$ cat src/rtl/pipeline_ctrl_pkg.sv
// Shared types for the pipeline stall/flush controller: FSM encoding,
// register-zero constant and the per-latch {en, clr_n} control bundle.
package pipe_ctrl_pkg;

  typedef enum logic [1:0] {
    RUN      = 2'd0,
    MEM_WAIT = 2'd1,
    HALT     = 2'd2,
    ILLEGAL  = 2'd3
  } state_t;

  localparam logic [4:0] REG_ZERO = 5'd0;

  typedef struct packed {
    logic en;
    logic clr_n;
  } latch_ctrl_t;

  localparam latch_ctrl_t LC_PASS  = '{en: 1'b1, clr_n: 1'b1};
  localparam latch_ctrl_t LC_HOLD  = '{en: 1'b0, clr_n: 1'b1};
  localparam latch_ctrl_t LC_KILL  = '{en: 1'b1, clr_n: 1'b0};
  localparam latch_ctrl_t LC_RESET = '{en: 1'b0, clr_n: 1'b0};

endpackage

$ cat src/rtl/pipeline_ctrl_if.sv
// Hazard inputs from the ID/EX/MEM stages and the latch/PC controls back to them.
interface pipeline_ctrl_if #(
  parameter int COUNT_W = 16
);
  logic [4:0]         id_rs;
  logic [4:0]         id_rt;
  logic               id_uses_rt;
  logic               ex_mem_read;
  logic [4:0]         ex_rw;
  logic               branch_taken;
  logic               dmem_req;
  logic               dmem_ack;

  logic               pc_en;
  logic               if_id_en;
  logic               id_ex_en;
  logic               ex_mem_en;
  logic               mem_wb_en;
  logic               if_id_clr_n;
  logic               id_ex_clr_n;
  logic               ex_mem_clr_n;
  logic               mem_wb_clr_n;
  logic [COUNT_W-1:0] stall_count;
  logic               mem_error;
  logic [1:0]         state;

  modport master (
    output id_rs, id_rt, id_uses_rt, ex_mem_read, ex_rw,
           branch_taken, dmem_req, dmem_ack,
    input  pc_en, if_id_en, id_ex_en, ex_mem_en, mem_wb_en,
           if_id_clr_n, id_ex_clr_n, ex_mem_clr_n, mem_wb_clr_n,
           stall_count, mem_error, state
  );

  modport slave (
    input  id_rs, id_rt, id_uses_rt, ex_mem_read, ex_rw,
           branch_taken, dmem_req, dmem_ack,
    output pc_en, if_id_en, id_ex_en, ex_mem_en, mem_wb_en,
           if_id_clr_n, id_ex_clr_n, ex_mem_clr_n, mem_wb_clr_n,
           stall_count, mem_error, state
  );

endinterface

$ cat src/rtl/pipeline_ctrl_hazard_detect.sv
// Load-use comparator: a load in EX whose destination feeds the ID instruction.
// Purely combinational; r0 never creates a dependency.
module hazard_detect
  import pipe_ctrl_pkg::*;
(
  input  logic       ex_mem_read,
  input  logic [4:0] ex_rw,
  input  logic [4:0] id_rs,
  input  logic [4:0] id_rt,
  input  logic       id_uses_rt,
  output logic       lu
);

  always_comb begin
    lu = ex_mem_read && (ex_rw != REG_ZERO) &&
         ((ex_rw == id_rs) || (id_uses_rt && (ex_rw == id_rt)));
  end

endmodule

$ cat src/rtl/pipeline_ctrl.sv
// Stall/flush controller for the five-stage pipeline: Mealy latch/PC controls,
// memory-wait FSM with watchdog, and a saturating stall-cycle counter.
module pipeline_ctrl #(
  parameter int TIMEOUT = 16,
  parameter int COUNT_W = 16
) (
  input  logic             clk,
  input  logic             reset,
  pipeline_ctrl_if.slave   bus
);
  import pipe_ctrl_pkg::*;

  localparam logic [7:0] WAIT_LAST = 8'(TIMEOUT - 1);

  state_t             state_q, state_d;
  logic [7:0]         wait_q, wait_d;
  logic               err_q, err_d;
  logic [COUNT_W-1:0] cnt_q;

  logic        lu;
  logic        ms;
  logic        mem_stall;
  logic        pc_en;
  logic        cnt_en;
  latch_ctrl_t if_id, id_ex, ex_mem, mem_wb;

  hazard_detect u_hazard (
    .ex_mem_read (bus.ex_mem_read),
    .ex_rw       (bus.ex_rw),
    .id_rs       (bus.id_rs),
    .id_rt       (bus.id_rt),
    .id_uses_rt  (bus.id_uses_rt),
    .lu          (lu)
  );

  assign ms = bus.dmem_req && !bus.dmem_ack;

  always_ff @(posedge clk) begin
    if (reset) begin
      state_q <= RUN;
      wait_q  <= 8'd0;
      err_q   <= 1'b0;
    end else begin
      state_q <= state_d;
      wait_q  <= wait_d;
      err_q   <= err_d;
    end
  end

  always_comb begin
    state_d = state_q;
    wait_d  = wait_q;
    err_d   = err_q;
    case (state_q)
      RUN: begin
        if (ms) begin
          state_d = MEM_WAIT;
          wait_d  = 8'd1;
        end else begin
          wait_d  = 8'd0;
        end
      end
      MEM_WAIT: begin
        if (bus.dmem_ack) begin
          state_d = RUN;
          wait_d  = 8'd0;
        end else begin
          wait_d = wait_q + 8'd1;
          if (wait_q == WAIT_LAST) begin
            state_d = HALT;
            err_d   = 1'b1;
          end
        end
      end
      HALT: begin
        err_d = 1'b1;
      end
      default: begin
        state_d = HALT;
        err_d   = 1'b1;
      end
    endcase
  end

  // In MEM_WAIT only the ack ends the stall; a held request does not re-arm it.
  always_comb begin
    pc_en     = 1'b1;
    if_id     = LC_PASS;
    id_ex     = LC_PASS;
    ex_mem    = LC_PASS;
    mem_wb    = LC_PASS;
    mem_stall = 1'b0;
    case (state_q)
      RUN:      mem_stall = ms;
      MEM_WAIT: mem_stall = !bus.dmem_ack;
      default:  mem_stall = 1'b0;
    endcase

    if (reset) begin
      pc_en  = 1'b0;
      if_id  = LC_RESET;
      id_ex  = LC_RESET;
      ex_mem = LC_RESET;
      mem_wb = LC_RESET;
    end else if (state_q == HALT || state_q == ILLEGAL) begin
      pc_en  = 1'b0;
      if_id  = LC_HOLD;
      id_ex  = LC_HOLD;
      ex_mem = LC_HOLD;
      mem_wb = LC_HOLD;
    end else if (mem_stall) begin
      pc_en  = 1'b0;
      if_id  = LC_HOLD;
      id_ex  = LC_HOLD;
      ex_mem = LC_HOLD;
      mem_wb = LC_KILL;
    end else if (bus.branch_taken) begin
      if_id  = LC_KILL;
      id_ex  = LC_KILL;
    end else if (lu) begin
      pc_en  = 1'b0;
      if_id  = LC_HOLD;
      id_ex  = LC_KILL;
    end
  end

  assign cnt_en = !reset && !pc_en && (state_q == RUN || state_q == MEM_WAIT);

  always_ff @(posedge clk) begin
    if (reset) begin
      cnt_q <= '0;
    end else if (cnt_en && (cnt_q != '1)) begin
      cnt_q <= cnt_q + 1'b1;
    end
  end

  assign bus.pc_en        = pc_en;
  assign bus.if_id_en     = if_id.en;
  assign bus.id_ex_en     = id_ex.en;
  assign bus.ex_mem_en    = ex_mem.en;
  assign bus.mem_wb_en    = mem_wb.en;
  assign bus.if_id_clr_n  = if_id.clr_n;
  assign bus.id_ex_clr_n  = id_ex.clr_n;
  assign bus.ex_mem_clr_n = ex_mem.clr_n;
  assign bus.mem_wb_clr_n = mem_wb.clr_n;
  assign bus.stall_count  = reset ? '0 : cnt_q;
  assign bus.mem_error    = err_q && !reset;
  assign bus.state        = state_q;

endmodule

$ cat src/flat_wrapper.sv
// flat-port wrapper written by rule: the top's interface ports become plain ports
module pipeline_ctrl_flat import pipe_ctrl_pkg::*;
#(
  parameter int TIMEOUT = 16,
  parameter int COUNT_W = 16
)
  (clk, reset, bus_id_rs, bus_id_rt, bus_id_uses_rt, bus_ex_mem_read, bus_ex_rw, bus_branch_taken, bus_dmem_req, bus_dmem_ack, bus_pc_en, bus_if_id_en, bus_id_ex_en, bus_ex_mem_en, bus_mem_wb_en, bus_if_id_clr_n, bus_id_ex_clr_n, bus_ex_mem_clr_n, bus_mem_wb_clr_n, bus_stall_count, bus_mem_error, bus_state);
  pipeline_ctrl_if #(.COUNT_W(COUNT_W)) bus_i ();
  input  logic clk;
  input  logic reset;
  input wire logic [$bits(bus_i.id_rs)-1:0] bus_id_rs;
  input wire logic [$bits(bus_i.id_rt)-1:0] bus_id_rt;
  input wire logic [$bits(bus_i.id_uses_rt)-1:0] bus_id_uses_rt;
  input wire logic [$bits(bus_i.ex_mem_read)-1:0] bus_ex_mem_read;
  input wire logic [$bits(bus_i.ex_rw)-1:0] bus_ex_rw;
  input wire logic [$bits(bus_i.branch_taken)-1:0] bus_branch_taken;
  input wire logic [$bits(bus_i.dmem_req)-1:0] bus_dmem_req;
  input wire logic [$bits(bus_i.dmem_ack)-1:0] bus_dmem_ack;
  output wire logic [$bits(bus_i.pc_en)-1:0] bus_pc_en;
  output wire logic [$bits(bus_i.if_id_en)-1:0] bus_if_id_en;
  output wire logic [$bits(bus_i.id_ex_en)-1:0] bus_id_ex_en;
  output wire logic [$bits(bus_i.ex_mem_en)-1:0] bus_ex_mem_en;
  output wire logic [$bits(bus_i.mem_wb_en)-1:0] bus_mem_wb_en;
  output wire logic [$bits(bus_i.if_id_clr_n)-1:0] bus_if_id_clr_n;
  output wire logic [$bits(bus_i.id_ex_clr_n)-1:0] bus_id_ex_clr_n;
  output wire logic [$bits(bus_i.ex_mem_clr_n)-1:0] bus_ex_mem_clr_n;
  output wire logic [$bits(bus_i.mem_wb_clr_n)-1:0] bus_mem_wb_clr_n;
  output wire logic [$bits(bus_i.stall_count)-1:0] bus_stall_count;
  output wire logic [$bits(bus_i.mem_error)-1:0] bus_mem_error;
  output wire logic [$bits(bus_i.state)-1:0] bus_state;
  assign bus_i.id_rs = bus_id_rs;
  assign bus_i.id_rt = bus_id_rt;
  assign bus_i.id_uses_rt = bus_id_uses_rt;
  assign bus_i.ex_mem_read = bus_ex_mem_read;
  assign bus_i.ex_rw = bus_ex_rw;
  assign bus_i.branch_taken = bus_branch_taken;
  assign bus_i.dmem_req = bus_dmem_req;
  assign bus_i.dmem_ack = bus_dmem_ack;
  assign bus_pc_en = bus_i.pc_en;
  assign bus_if_id_en = bus_i.if_id_en;
  assign bus_id_ex_en = bus_i.id_ex_en;
  assign bus_ex_mem_en = bus_i.ex_mem_en;
  assign bus_mem_wb_en = bus_i.mem_wb_en;
  assign bus_if_id_clr_n = bus_i.if_id_clr_n;
  assign bus_id_ex_clr_n = bus_i.id_ex_clr_n;
  assign bus_ex_mem_clr_n = bus_i.ex_mem_clr_n;
  assign bus_mem_wb_clr_n = bus_i.mem_wb_clr_n;
  assign bus_stall_count = bus_i.stall_count;
  assign bus_mem_error = bus_i.mem_error;
  assign bus_state = bus_i.state;
  pipeline_ctrl #(.TIMEOUT(TIMEOUT), .COUNT_W(COUNT_W)) u_core (.clk(clk), .reset(reset), .bus(bus_i));
endmodule
$ cat config.mk
export PLATFORM = sky130hd
export DESIGN_NAME = pipeline_ctrl_flat
export DESIGN_NICKNAME = d
export VERILOG_FILES = /design/src/rtl/pipeline_ctrl_pkg.sv /design/src/rtl/pipeline_ctrl_if.sv /design/src/rtl/pipeline_ctrl_hazard_detect.sv /design/src/rtl/pipeline_ctrl.sv /design/src/flat_wrapper.sv
export SDC_FILE = /design/constraint.sdc
export NUM_CORES = 1
export LEC_CHECK = 0
export CORE_ASPECT_RATIO = 0.75
export CORE_MARGIN = 10
export CORE_UTILIZATION = 30
export DETAILED_ROUTE_END_ITERATION = 16
export PLACE_DENSITY = 0.54
export SLEW_MARGIN = 30
export SYNTH_ARGS = -nofsm -noshare
export SYNTH_HDL_FRONTEND = slang
export SYNTH_SLANG_ARGS = --single-unit
export TNS_END_PERCENT = 50
$ cat constraint.sdc
create_clock -name clk -period 3.8 [get_ports clk]
set_clock_uncertainty 0.1 [all_clocks]
set_input_delay 0.38 -clock clk [delete_from_list [all_inputs] [get_ports clk]]
set_output_delay 0.38 -clock clk [all_outputs]
set_load 0.01 [all_outputs]
Yosys cells after proc, flatten, opt, wreduce, memory -nomap -nowiden
Index checks and enable logic that the tools add are counted.
W data, S select, Z words.
Cells by class
  reductions and logical operators: 19
  bitwise logic cells: 2
  add/subtract/negate cells: 2
  multiplexer cells: 33
  eq/ne operators: 11
Operators with widths (count)
  $mux W2: 17
  $add A16 B1 Y16 const B: 1
  $mux W16: 1
  $ne A16 B16 Y1 const B: 1
  $pmux W8 S2: 1
  $eq A5 B5 Y1: 2
  $mux W1: 10
  $add A8 B1 Y8 const B: 1
  $eq A8 B4 Y1 const B: 1
  $logic_and A1 B1 Y1: 8
  $mux W8: 1
  $pmux W2 S3: 1
  $reduce_and A3 Y1: 2
  $reduce_bool A5 Y1: 1
  $eq A2 B2 Y1 const B: 2
  $ne A2 B1 Y1 const B: 2
  $pmux W1 S2: 2
  $logic_not A1 Y1: 3
  $logic_or A1 B1 Y1: 3
  $ne A3 B2 Y1 const B: 1
  $eq A2 B1 Y1 const B: 1
  $logic_not A2 Y1: 1
  $ne A2 B2 Y1 const B: 1
  $not A1 Y1: 2
  $reduce_bool A2 Y1: 1
Storage, ports and cells
  output and inout bits: 28
  flip-flop bits (word level): 27
  word-level logic and storage cells: 71
  bits of input ports: 22

Logic depth before layout (Yosys ltp)
  word-level depth: 13
  gate-level depth with buffers: 7
  depth with buffers taken out: 7

Hierarchy
From an unflattened synthesis, not the netlist that was laid out.
Unflattened totals
  cell total of the unflattened synthesis: 196
  area, all modules: 1647.8 sq um
Modules (own cells, without submodules)
  pipeline_ctrl: area an instance 1515.2 sq um, seq. area each 540.5 sq um, times used 1, cells an instance 179
  hazard_detect: area an instance 132.6 sq um, seq. area each 0.0 sq um, times used 1, cells an instance 17

Worst setup path before layout
Ideal clock, no wire load.
  kind: reg-to-reg
  start point: reg u_core.cnt_q[0]
  end point: reg u_core.cnt_q[7]
  data arrival time: 2.126 ns
  setup time: 0.121 ns
  path buffers: 0
  data required time: 3.579 ns
  cell stages (with the launch flop): 7
  clock period less this slack: 2.347 ns
  slack: 1.453 ns
  cells stage by stage: dfxtp_1 ha_1 and2_1 and2_1 a2111oi_1 nor3b_1 mux2_2
Between the ends
  word-level cells in the longest chain between the ends: 2
  elaborated cells on any way between the ends: 3
  those cells by class: 1 x add/sub; 1 x eq/ne; 1 x reduce/logical
Ends and longest elaborated chain
  from (decl): line pipeline_ctrl.sv:18  | logic [COUNT_W-1:0] cnt_q;
  from (signal assigned): line pipeline_ctrl.sv:133  | cnt_q <= cnt_q + 1'b1;
  parallel branches: the longest is 2 deep, another holds $add A16 B1 Y16
Several ways; the timed one is not identified.
A chain may end at the register's enable or synchronous reset.

Worst setup path in the final report
  start point: in bus_ex_rw[0]
  end point: out bus_id_ex_clr_n
Between the ends
  word-level cells in the longest chain between the ends: 9
  elaborated cells on any way between the ends: 12
  those cells by class: 2 x eq/ne; 5 x mux; 5 x reduce/logical
Ends and longest elaborated chain
  from (decl): line flat_wrapper.sv:15  | input wire logic [$bits(bus_i.ex_rw)-1:0] bus_ex_rw;
  $eq A5 B5 Y1: line pipeline_ctrl_hazard_detect.sv:16  | ((ex_rw == id_rs) || (id_uses_rt && (ex_rw == id_rt)));
  $logic_and A1 B1 Y1: line pipeline_ctrl_hazard_detect.sv:16
  $logic_or A1 B1 Y1: line pipeline_ctrl_hazard_detect.sv:16
  $logic_and A1 B1 Y1 (*): line pipeline_ctrl_hazard_detect.sv:15  | lu = ex_mem_read && (ex_rw != REG_ZERO) &&
  $mux W1 (*): line pipeline_ctrl.sv:120  | end else if (lu) begin
  $mux W2 (*): line pipeline_ctrl.sv:117  | end else if (bus.branch_taken) begin
  $mux W2 (*): line pipeline_ctrl.sv:111  | end else if (mem_stall) begin
  $mux W2 (*): line pipeline_ctrl.sv:105  | end else if (state_q == HALT || state_q == ILLEGAL) begin
  $mux W2 (*): line pipeline_ctrl.sv:99  | if (reset) begin
  to (decl): line flat_wrapper.sv:25  | output wire logic [$bits(bus_i.id_ex_clr_n)-1:0] bus_id_ex_clr_n;
Every way passes the cells marked *; elsewhere a longest branch is shown, timed or not.

==> run_results.csv <==
group,metric,value,unit
run_status,status,"completed",
yosys,yosysSeqAreaShare,32.29,%
worst_hold_path,hold_path.class,"flop to flop",
timing,finalSetupTns,0,ns
critical_path,reg2reg_to,"u_core.cnt_q[7]$_SDFFE_PP0P_",
yosys,syn_inst,212,
layout,instances_no_fill,336,
layout,multi_input_area,1051,µm²
layout,antenna_cells,0,
power,p_comb_share,17.0,%
global_routing,gr-total-overflow,0,
critical_path,cpMostUsedCell,"clkdlybuf4s50_1",
drt,viasPerCell,4.860,
timing,max_freq,0.3210,GHz
clock_network,htreeDepth,1,
yosys,syn_nets,236,
critical_path,crit_family,"buffers and inverters",
clock_network,cts_buffer_depth,2,
yosys,synthesis.area,1674,µm²
critical_path,r2r_slack,1.44,ns
floorplan,die_y,84.70,µm
clock_network,numCtsBuffers,3,
drt,ant_nets,0,
power,p_int,407.0,µW
timing,relSlewSlack,51.28,%
timing,finalCritPeriodShare,81.98,%
drt,drc_errors,0,
clock_network,clk_latency,0.28,ns
clock_network,path_clk_slew,0.10,ns
yosys,synthFlopType,"dfxtp_1",
yosys,async_flop_share,0,%
power,p_per_area,241.1,nW/µm²
critical_path,cp-end-kind,"primary output",
critical_path,critical_path_buf_inv_count,3,
drt,drt_iter0_markers,98,
power,seq_power_share,52.1,%
clock_network,ctsRootBufferMaster,"clkbuf_8",
layout,area_growth,36.55,%
timing,timing.final.crit_period,3.115,ns
timing,rsz0062_at_grt,"no",
power,vdd_ir_drop_max,124.4,µV
critical_path,reg2reg_depth,6,
critical_path,rr_startpoint,"u_core.cnt_q[0]$_SDFFE_PP0P_",
drt,routed_wl,4.726,mm
timing,hold_violations,0,
layout,layout.nets,286,
power,switching_share,26.14,%
floorplan,coreArea,5381,µm²
place,placed_area,2240,µm²
timing,tightest_slew,0.7247,ns
timing,slew_violations,0,
critical_path,max_stage_delay,0.69,ns
power,p_clk_share,31.0,%
critical_path,path_cells,"clkdlybuf4s50_1, or4_2, o21ai_1, buf_4, nor2_1, a21boi_0, clkdlybuf4s50_1",
place,hpwl,3.666,mm
critical_path,slowest_stage,"or4_2",
worst_hold_path,min_to,"u_core.cnt_q[15]$_SDFFE_PP0P_",
worst_hold_path,hold_depth,1,
run,max_cap_violations,0,
critical_path,crit_type,"primary input to primary output",
worst_hold_path,min-delay-start,"u_core.cnt_q[15]$_SDFFE_PP0P_",
clock_network,ctsHoldBuffers,0,
critical_path,worstSetupStartpointType,"primary input",
place,numPortBuffers,49,
clock_network,cts_tree,"yes",
floorplan,rows,23,
floorplan,io-pin-count,50,
global_routing,grt_max_degree,40,
place,dp_cells,332,
global_routing,grt_antenna_before_repair,0,
clock_network,cts_setup_buffers,0,
floorplan,start_util,31.11,%
floorplan,die_x,106.3,µm
critical_path,path_depth,7,
critical_path,arrival,2.64,ns
drt,drt_first_pass_iters,4,
timing,whs,0.3770,ns
layout,fill_cells,562,
place,gp_congestion,0.7653,
clock_network,cts.sinks,27,
critical_path,worstPathMaxFanout,7,
layout,drive_gt1_share,10.34,%
layout,seqCellArea,540.5,µm²
global_routing,first_global_vias,1610,
power,power_switching,144.0,µW
yosys,ys_warn_count,0,
yosys,yosysTopAreaCellShare,32.29,%
yosys,ys_top_cells_by_area,"dfxtp_1 32%, nor2_1 7.2%, mux2_2 6.7%, xor2_1 4.7%, nor2b_1 4.5%",
drt,routedWlPerCell,14.07,µm
critical_path,required,3.32,ns
yosys,yosysTopAreaCell,"dfxtp_1",
global_routing,grtUsageTotal,10.52,%
timing,setup_viol,0,
yosys,synth_edf_count,0,
yosys,syn_avg_cell_area,7.897,µm²
clock_network,cts_resized,0,
floorplan,die_area,9000,µm²
drt,via_count,1633,
layout,fin_area,2286,µm²
yosys,yosysUniqueCellTypes,43,
global_routing,grt_pass1_wl,7.900,mm
yosys,ys_ff_latch,27,
power,p_leak,0.0008443,µW
power groups by stage:
stage | Combinational [µW] | Sequential (µW) | Clock, µW
floorplan | 44.8 | 293 | 0
global placement | 94.4 | 293 | 0
detailed placement | 94.2 | 293 | 0
CTS | 95.1 | 287 | 179
global route | 103 | 287 | 186
finish | 93.6 | 287 | 171
how the worst max path moves through the flow:
stage,startpoint,to,slack [ns]
after global placement,bus_ex_rw[0],bus_id_ex_clr_n,0.70
after CTS,bus_ex_rw[0],bus_id_ex_clr_n,0.67
after global routing,bus_ex_rw[0],bus_id_ex_clr_n,0.60
final,bus_ex_rw[0],bus_id_ex_clr_n,0.68
after detailed placement,bus_ex_rw[0],bus_id_ex_clr_n,0.69
after floorplan,u_core.cnt_q[0]$_SDFFE_PP0P_,u_core.cnt_q[7]$_SDFFE_PP0P_,1.45
routing by layer:
metal	wire, µm	up-vias	track usage, %
li1	-	857	-
met4	40	0	2.577
met3	234	2	2.748
met5	0	-	0
met2	1963	34	16.09
met1	2488	740	14.29
cell usage after synthesis (all sizes together) (2+ instances only):
cell type and n:
nor4 2, xor2 9, nand3 3, buf 4, and3 6, nor2 32, inv 11, nand4 10
a31oi 2, and2 3, nor2b 12, clkbuf 3, o31ai 3, mux2 10, or2 2, nor3 8
a21oi 14, o41ai 2, ha 2, nand2 13, o21ai 12, or3 3, o31a 3, dfxtp 27
nor3b 2
flip-flops by register name, indices dropped and copies added (netlist names):
name / flops
u_core.bus.state: 2
u_core.err_q: 1
u_core.wait_q: 8
u_core.cnt_q: 16
kinds of logic (layout without fill, tap and decap cells):
group / Yosys count / count (layout) / share of synthesized area [%]
DFF: 27 / 27 / 32.29
muxes: 11 / 11 / 7.325
xor gates and xnor gates: 10 / 10 / 5.232
buffers and inverters: 18 / 67 / 4.932
adders and majority gates: 2 / 2 / 1.495
and+or+nand+nor: 101 / 101 / 31.24
AOI/OAI and AO/OA: 43 / 43 / 17.49
worst reg2reg max path: stages, from the launching register on:
cell and delay (ns):
dfxtp_1 0.35, ha_1 0.24, and2_1 0.23, and2_1 0.21
a2111oi_1 0.46, nor3b_1 0.31, mux2_2 0.36
layout make-up:
type	count	share of cell area, %
clock buffer	3	1.806
sequential	27	23.65
tap	75	4.105
timing repair buffer	52	22.44
inverter	11	1.806
multi-input combinational	167	45.98
clock inverter	1	0.2189
layout by cell type (no fill, tap or decap), types with 2 or more instances in the layout:
cell type         n
inv_1            11
a21oi_1          14
nor3b_1           2
and3_1            6
clkdlybuf4s50_1  49
o21ai_0          11
nand2_1          13
or3_1             3
o41ai_1           2
dfxtp_1          27
nor2b_1          12
nor3_1            8
o31a_2            3
o31ai_1           3
a31oi_1           2
xor2_1            9
nand3_1           3
buf_4             3
mux2_2           10
nor2_1           32
nand4_1          10
ha_1              2
and2_1            3
or2_2             2
clkbuf_8          3
stage by stage:
| step | util [%] | setup WS (ns) | total power [µW] |
|---|---|---|---|
| 6_report | 42.48 | 0.6849 | 551.1 |
| 3_3_place_gp | 41.62 | 0.6993 | 387.8 |
| 4_1_cts | 42.48 | 0.6659 | 560.6 |
| 5_1_grt | 42.48 | 0.5995 | 576.2 |
| 2_1_floorplan | - | 1.453 | 337.9 |
| 3_5_place_dp | 41.62 | 0.6918 | 387.6 |
Power figures use the tool's default switching activity.
